<file path="src/rtl/poker_pkg.sv">
// Shared card/hand definitions for the showdown round sequencer and its classifier.
package poker_pkg;

  localparam int unsigned SUIT_W    = 2;
  localparam int unsigned RANK_W    = 4;
  localparam int unsigned CARD_W    = 6;
  localparam int unsigned HAND_SIZE = 5;

  typedef logic [3:0] hand_type_t;

  localparam hand_type_t HIGH_CARD      = 4'd0;
  localparam hand_type_t ONE_PAIR       = 4'd1;
  localparam hand_type_t TWO_PAIR       = 4'd2;
  localparam hand_type_t THREE_KIND     = 4'd3;
  localparam hand_type_t STRAIGHT       = 4'd4;
  localparam hand_type_t FLUSH          = 4'd5;
  localparam hand_type_t FULL_HOUSE     = 4'd6;
  localparam hand_type_t FOUR_KIND      = 4'd7;
  localparam hand_type_t STRAIGHT_FLUSH = 4'd8;

  typedef enum logic [1:0] {IDLE, LOAD, EVAL, DONE} state_t;

endpackage

</file>
<file path="src/rtl/poker_round_ctrl_if.sv">
// Card stream and result handshake bundle between the dealer front end and the round sequencer.
interface poker_round_ctrl_if #(
  parameter int unsigned NUM_PLAYERS = 4
) ();
  import poker_pkg::*;

  localparam int unsigned PW = $clog2(NUM_PLAYERS);

  logic              start;
  logic              card_valid;
  logic              card_ready;
  logic [CARD_W-1:0] card_data;
  logic              busy;
  logic              res_valid;
  logic              res_ready;
  logic [PW-1:0]     res_winner;
  logic [3:0]        res_type;
  logic              res_tie;

  modport master (
    output start, card_valid, card_data, res_ready,
    input  card_ready, busy, res_valid, res_winner, res_type, res_tie
  );

  modport slave (
    input  start, card_valid, card_data, res_ready,
    output card_ready, busy, res_valid, res_winner, res_type, res_tie
  );

endinterface

</file>
<file path="src/rtl/poker.sv">
// Combinational 5-card hand classifier; ranks 2..14 with ace-low straight support.
module poker
  import poker_pkg::*;
(
  input  logic [HAND_SIZE-1:0][CARD_W-1:0] cards,
  output logic [3:0]                       hand_type
);

  logic [3:0]        pairs;
  logic [15:0]       present;
  logic [RANK_W-1:0] max_r;
  logic [RANK_W-1:0] min_r;
  logic              flush;
  logic              wheel;
  logic              straight;

  // Equal-rank pair count over all 10 card pairs uniquely identifies the rank pattern.
  always_comb begin
    pairs   = '0;
    present = '0;
    max_r   = '0;
    min_r   = '1;
    flush   = 1'b1;
    for (int unsigned i = 0; i < HAND_SIZE; i++) begin
      present[cards[i][RANK_W-1:0]] = 1'b1;
      if (cards[i][RANK_W-1:0] > max_r) max_r = cards[i][RANK_W-1:0];
      if (cards[i][RANK_W-1:0] < min_r) min_r = cards[i][RANK_W-1:0];
      if (cards[i][CARD_W-1:RANK_W] != cards[0][CARD_W-1:RANK_W]) flush = 1'b0;
      for (int unsigned j = i + 1; j < HAND_SIZE; j++) begin
        if (cards[i][RANK_W-1:0] == cards[j][RANK_W-1:0]) pairs = pairs + 4'd1;
      end
    end
    wheel    = present[14] & present[2] & present[3] & present[4] & present[5];
    straight = (pairs == 4'd0) && (((max_r - min_r) == RANK_W'(4)) || wheel);

    if (straight && flush)   hand_type = STRAIGHT_FLUSH;
    else if (pairs == 4'd6)  hand_type = FOUR_KIND;
    else if (pairs == 4'd4)  hand_type = FULL_HOUSE;
    else if (flush)          hand_type = FLUSH;
    else if (straight)       hand_type = STRAIGHT;
    else if (pairs == 4'd3)  hand_type = THREE_KIND;
    else if (pairs == 4'd2)  hand_type = TWO_PAIR;
    else if (pairs == 4'd1)  hand_type = ONE_PAIR;
    else                     hand_type = HIGH_CARD;
  end

endmodule

</file>
<file path="src/rtl/poker_round_ctrl.sv">
// Showdown round sequencer: loads all hands from a card stream, then scores one player per cycle.
module poker_round_ctrl
  import poker_pkg::*;
#(
  parameter int unsigned NUM_PLAYERS = 4
) (
  input logic               clk,
  input logic               rst_n,
  poker_round_ctrl_if.slave bus
);

  localparam int unsigned PW = $clog2(NUM_PLAYERS);

  state_t        state;
  state_t        state_nxt;
  logic [PW-1:0] ld_player;
  logic [2:0]    ld_slot;
  logic [PW-1:0] ptr;
  logic [3:0]    cur_type;
  logic [3:0]    best_type;
  logic [PW-1:0] winner;
  logic          tie;
  logic          card_ready;
  logic          busy;
  logic          res_valid;
  logic          accept;
  logic          last_card;
  logic          last_eval;

  logic [HAND_SIZE-1:0][CARD_W-1:0] hand [NUM_PLAYERS];

  assign accept    = (state == LOAD) && bus.card_valid;
  assign last_card = (ld_player == PW'(NUM_PLAYERS - 1)) && (ld_slot == 3'(HAND_SIZE - 1));
  assign last_eval = (ptr == PW'(NUM_PLAYERS - 1));

  always_ff @(posedge clk or negedge rst_n) begin
    if (!rst_n) state <= IDLE;
    else        state <= state_nxt;
  end

  always_comb begin
    state_nxt  = state;
    card_ready = 1'b0;
    busy       = 1'b0;
    res_valid  = 1'b0;
    case (state)
      IDLE: if (bus.start) state_nxt = LOAD;
      LOAD: begin
        card_ready = 1'b1;
        busy       = 1'b1;
        if (accept && last_card) state_nxt = EVAL;
      end
      EVAL: begin
        busy = 1'b1;
        if (last_eval) state_nxt = DONE;
      end
      DONE: begin
        busy      = 1'b1;
        res_valid = 1'b1;
        if (bus.res_ready) state_nxt = IDLE;
      end
      default: state_nxt = IDLE;
    endcase
  end

  // Storage is write-before-read every round, so it carries no reset.
  always_ff @(posedge clk) begin
    if (accept) hand[ld_player][ld_slot] <= bus.card_data;
  end

  // The card counter is split into player/slot fields so storage indexing needs no multiply.
  always_ff @(posedge clk or negedge rst_n) begin
    if (!rst_n) begin
      ld_player <= '0;
      ld_slot   <= '0;
      ptr       <= '0;
      best_type <= '0;
      winner    <= '0;
      tie       <= 1'b0;
    end else begin
      case (state)
        IDLE: if (bus.start) begin
          ld_player <= '0;
          ld_slot   <= '0;
          best_type <= '0;
          winner    <= '0;
          tie       <= 1'b0;
        end
        LOAD: if (accept) begin
          if (ld_slot == 3'(HAND_SIZE - 1)) begin
            ld_slot   <= '0;
            ld_player <= ld_player + PW'(1);
          end else begin
            ld_slot <= ld_slot + 3'd1;
          end
          if (last_card) ptr <= '0;
        end
        EVAL: begin
          ptr <= ptr + PW'(1);
          if (ptr == '0) begin
            best_type <= cur_type;
            winner    <= '0;
            tie       <= 1'b0;
          end else if (cur_type > best_type) begin
            best_type <= cur_type;
            winner    <= ptr;
            tie       <= 1'b0;
          end else if (cur_type == best_type) begin
            tie <= 1'b1;
          end
        end
        default: ;
      endcase
    end
  end

  poker u_poker (
    .cards     (hand[ptr]),
    .hand_type (cur_type)
  );

  assign bus.card_ready = card_ready;
  assign bus.busy       = busy;
  assign bus.res_valid  = res_valid;
  assign bus.res_winner = winner;
  assign bus.res_type   = best_type;
  assign bus.res_tie    = tie;

endmodule

</file>
<file path="src/flat_wrapper.sv">
// flat-port wrapper written by rule: the top's interface ports become plain ports
module poker_round_ctrl_flat import poker_pkg::*;
#(
  parameter int unsigned NUM_PLAYERS = 4
)
  (clk, rst_n, bus_start, bus_card_valid, bus_card_data, bus_res_ready, bus_card_ready, bus_busy, bus_res_valid, bus_res_winner, bus_res_type, bus_res_tie);
  poker_round_ctrl_if #(.NUM_PLAYERS(NUM_PLAYERS)) bus_i ();
  input logic clk;
  input logic rst_n;
  input wire logic [$bits(bus_i.start)-1:0] bus_start;
  input wire logic [$bits(bus_i.card_valid)-1:0] bus_card_valid;
  input wire logic [$bits(bus_i.card_data)-1:0] bus_card_data;
  input wire logic [$bits(bus_i.res_ready)-1:0] bus_res_ready;
  output wire logic [$bits(bus_i.card_ready)-1:0] bus_card_ready;
  output wire logic [$bits(bus_i.busy)-1:0] bus_busy;
  output wire logic [$bits(bus_i.res_valid)-1:0] bus_res_valid;
  output wire logic [$bits(bus_i.res_winner)-1:0] bus_res_winner;
  output wire logic [$bits(bus_i.res_type)-1:0] bus_res_type;
  output wire logic [$bits(bus_i.res_tie)-1:0] bus_res_tie;
  assign bus_i.start = bus_start;
  assign bus_i.card_valid = bus_card_valid;
  assign bus_i.card_data = bus_card_data;
  assign bus_i.res_ready = bus_res_ready;
  assign bus_card_ready = bus_i.card_ready;
  assign bus_busy = bus_i.busy;
  assign bus_res_valid = bus_i.res_valid;
  assign bus_res_winner = bus_i.res_winner;
  assign bus_res_type = bus_i.res_type;
  assign bus_res_tie = bus_i.res_tie;
  poker_round_ctrl #(.NUM_PLAYERS(NUM_PLAYERS)) u_core (.clk(clk), .rst_n(rst_n), .bus(bus_i));
endmodule
</file>
<file path="config.mk">
export PLATFORM = sky130hd
export DESIGN_NAME = poker_round_ctrl_flat
export DESIGN_NICKNAME = d
export VERILOG_FILES = /design/src/rtl/poker_pkg.sv /design/src/rtl/poker_round_ctrl_if.sv /design/src/rtl/poker.sv /design/src/rtl/poker_round_ctrl.sv /design/src/flat_wrapper.sv
export SDC_FILE = /design/constraint.sdc
export NUM_CORES = 1
export LEC_CHECK = 0
export ABC_CLOCK_PERIOD_IN_PS = 11500
export CAP_MARGIN = 40
export CORE_AREA = 2 2 106 211
export CTS_BUF_LIST = sky130_fd_sc_hd__clkbuf_16
export DETAILED_ROUTE_END_ITERATION = 10
export DIE_AREA = 0 0 108 213
export PLACE_DENSITY_LB_ADDON = 0.12
export SYNTH_ARGS = -nofsm -noshare
export SYNTH_HDL_FRONTEND = slang
export SYNTH_SLANG_ARGS = --single-unit
</file>
<file path="constraint.sdc">
create_clock -name clk -period 11.5 [get_ports clk]
set_input_delay 1.15 -clock clk [delete_from_list [all_inputs] [get_ports clk]]
set_output_delay 1.15 -clock clk [all_outputs]
set_load 0.05 [all_outputs]
</file>
==> out/qor.yml <==
yosysSeqAreaShare: 0.4747
synth_cells: 684
post_cts_resized: 0
maxSlewHeadroom: 0.4520
synth-edff-count: 120
htreeDepth: 4
required_ps: 11850
crit_type: "flop to flop"
cts_tree: "yes"
cts_setup_buffers: 0
cts.sinks: 136
final_antenna_net_count: 0
rrSetupSlack_ps: 970
die_w_um: 108
cp_common_cell: "ha_1"
detail_route.wl_per_cell_um: 21.19
layout_common_cells: "edfxtp_1, inv_1, ha_1"
hold_end: "u_core.bus.res_tie"
dp_hpwl_um: 16290
cpPeakStageDelay_ps: 750
fmaxAchievable_mhz: 94.95
placed_cell_area_mm2: 0.008869
max_cap_violations: 0
rsz0062_at_grt: "false"
period_needed_ps: 10530
tightest_slew_ps: 822.0
grt-ovfl-total: 0
grt_antenna_before_repair: 0
syn_nets: 753
n_antenna_cell: 0
start_util: 0.3942
final_util: 0.4452
root_buffer: "clkbuf_16"
worstHoldPathCells: 2
cp_max_fo: 13
rr_worst_depth: 42
drt_iter0_drc: 268
ys_ff_latch: 136
fin_cells: 992
numPortBuffers: 20
timing.final.crit_share: 0.9158
row_count: 76
synth-main-ff-cell: "edfxtp_1"
reg2reg_from: "u_core.ptr[0]"
r2r-end: "u_core.bus.res_type[2]"
slew_violations: 0
die_y_um: 213
grt_pass1_wl_um: 32560
finalHoldViolCount: 0
final.setup.tns_ps: 0
via_per_inst: 5.597
async_reset_ff_frac: 0.1176
clockBufferDepth: 3
yosys_warnings: 0
end_kind: "flop"
dr.pass1.iters: 5
gp_congestion: 0.8452
layout-drive-gt1-share: 0.1391
worstPathArrival_ps: 10880
syn-cell-area_mm2: 0.008434
ios: 21
placedCellCount: 959
synth.distinct_cells: 73
drt_wl_total_um: 21030
die_area_mm2: 0.02300
grt_max_degree: 24
vias: 5552
cp_slowest_cell: "mux4_2"
clk_pin_slew_worst_paths_ps: 50
postCtsHoldBufs: 0
cts_inserted_buffers: 25
critPathLaunchType: "flop"
grt_usage: 0.1941
min_from: "u_core.bus.res_tie"
status: "finished clean"
drc_errors: 0
clock_skew_ps: 12.28
synthToLayoutAreaGrowth_pct: 12.94
layout_commonest_cell: "edfxtp_1"
fin_nets: 782
stdcell_area_mm2: 0.009525
setup_viol: 0
core_mm2: 0.02140
clock_latency_ps: 470
postSynthAreaPerCell_um2: 12.33
grt_pass1_vias: 6058
hold_path_class: "flop to flop"
-- sequential cells by signal (all words and copies together), names as in the netlist --
name	count
u_core.state	2
u_core.ld_slot	3
u_core.bus.res_winner	2
u_core.ld_player	2
u_core.bus.res_type	4
u_core.ptr	2
u_core.hand	120
u_core.bus.res_tie	1
-- worst max path at each step --
stage             startpoint                        to  slack, ps  depth (start not counted)
6_report       u_core.ptr[0]    u_core.bus.res_type[2]        970                         42
5_1_grt        u_core.ptr[0]    u_core.bus.res_type[2]         70                         43
4_1_cts        u_core.ptr[0]    u_core.bus.res_type[2]       1100                         43
3_5_place_dp   u_core.ptr[0]    u_core.bus.res_type[2]       1120                         43
3_3_place_gp   u_core.ptr[0]    u_core.bus.res_type[2]       1550                         41
2_1_floorplan  u_core.ptr[0]  u_core.bus.res_winner[0]       2330                         46
-- cell families (layout without fill, tap and decap cells) --
logic type               count (synthesis)  in the layout  share of synthesized area
AND/OR/NAND/NOR                        175            175                     0.1184
flip-flops                             136            136                     0.4747
AO/OA/AOI/OAI                          102            102                    0.07773
buffers and inverters                   95            130                    0.05148
XOR/XNOR                                68             68                    0.08678
adder cells (fa/ha/maj)                 58             58                    0.08604
multiplexers                            50             50                     0.1049
-- cell type report --
cell class / count / area (µm²)
flip-flops and latches: 136 / 4005
multi-input cells: 453 / 3996
clock buffers: 25 / 625.6
inverters: 62 / 232.7
fillers: 1975 / 11870
repair buffers: 35 / 292.8
well taps: 273 / 341.6
clock inverters: 8 / 31.28
-- worst max-delay path, delay by kind of cell, from the launching register on --
kind | cells | cell delay, ps
compound gates | 22 | 5240
xor+xnor | 2 | 530
fa+ha+maj | 6 | 1730
flops | 1 | 620
mux | 4 | 1590
simple gates | 8 | 680
-- per-stage QoR --
stage | hold slack (ps) | worst slack, ps
finish | 519.4 | 968.0
global route | 566.5 | 71.08
detailed placement | 527.6 | 1119
global placement | 512.8 | 1554
CTS | 537.7 | 1095
floorplan | 495.1 | 2327
-- per-layer routing --
| metal | part of all wire | global-route usage |
|---|---|---|
| met1 | 0.31 | 0.1674 |
| met2 | 0.59 | 0.3878 |
| met3 | 0.024 | 0.02442 |
| met4 | 0.069 | 0.1415 |
| met5 | 0 | 0 |
-- cells in the mapped netlist (all sizes together), types with 2 or more instances --
| master | number | area share |
|---|---|---|
| a31oi | 7 | 0.0052 |
| nor3 | 18 | 0.011 |
| o21a | 6 | 0.0053 |
| clkbuf | 10 | 0.0045 |
| nor4 | 13 | 0.019 |
| nor2 | 33 | 0.015 |
| o21ai | 34 | 0.020 |
| o22ai | 2 | 0.0015 |
| ha | 58 | 0.086 |
| mux2i | 13 | 0.015 |
| and4 | 3 | 0.0034 |
| nand3 | 12 | 0.0071 |
| a21boi | 2 | 0.0018 |
| dfrtp | 16 | 0.047 |
| a211o | 2 | 0.0021 |
| nand2b | 8 | 0.0059 |
| a211oi | 4 | 0.0036 |
| inv | 62 | 0.028 |
| nand2 | 37 | 0.017 |
| or4 | 2 | 0.0018 |
| o31ai | 2 | 0.0018 |
| and3 | 5 | 0.0037 |
| xnor3 | 4 | 0.011 |
| xnor2 | 34 | 0.040 |
| xor2 | 29 | 0.033 |
| nor3b | 4 | 0.0036 |
| mux2 | 7 | 0.0093 |
| a32oi | 2 | 0.0021 |
| a41oi | 2 | 0.0021 |
| a22oi | 2 | 0.0024 |
| edfxtp | 120 | 0.43 |
| nand4 | 15 | 0.011 |
| a21oi | 21 | 0.013 |
| and2 | 8 | 0.0059 |
| buf | 23 | 0.019 |
| nor2b | 9 | 0.0067 |
| a21o | 3 | 0.0027 |
| mux4 | 30 | 0.080 |
| o211ai | 2 | 0.0018 |
| nor4b | 4 | 0.0049 |
Power is not shown: default switching activity piles up to over one toggle a cycle in this logic, so the estimate is an artifact.
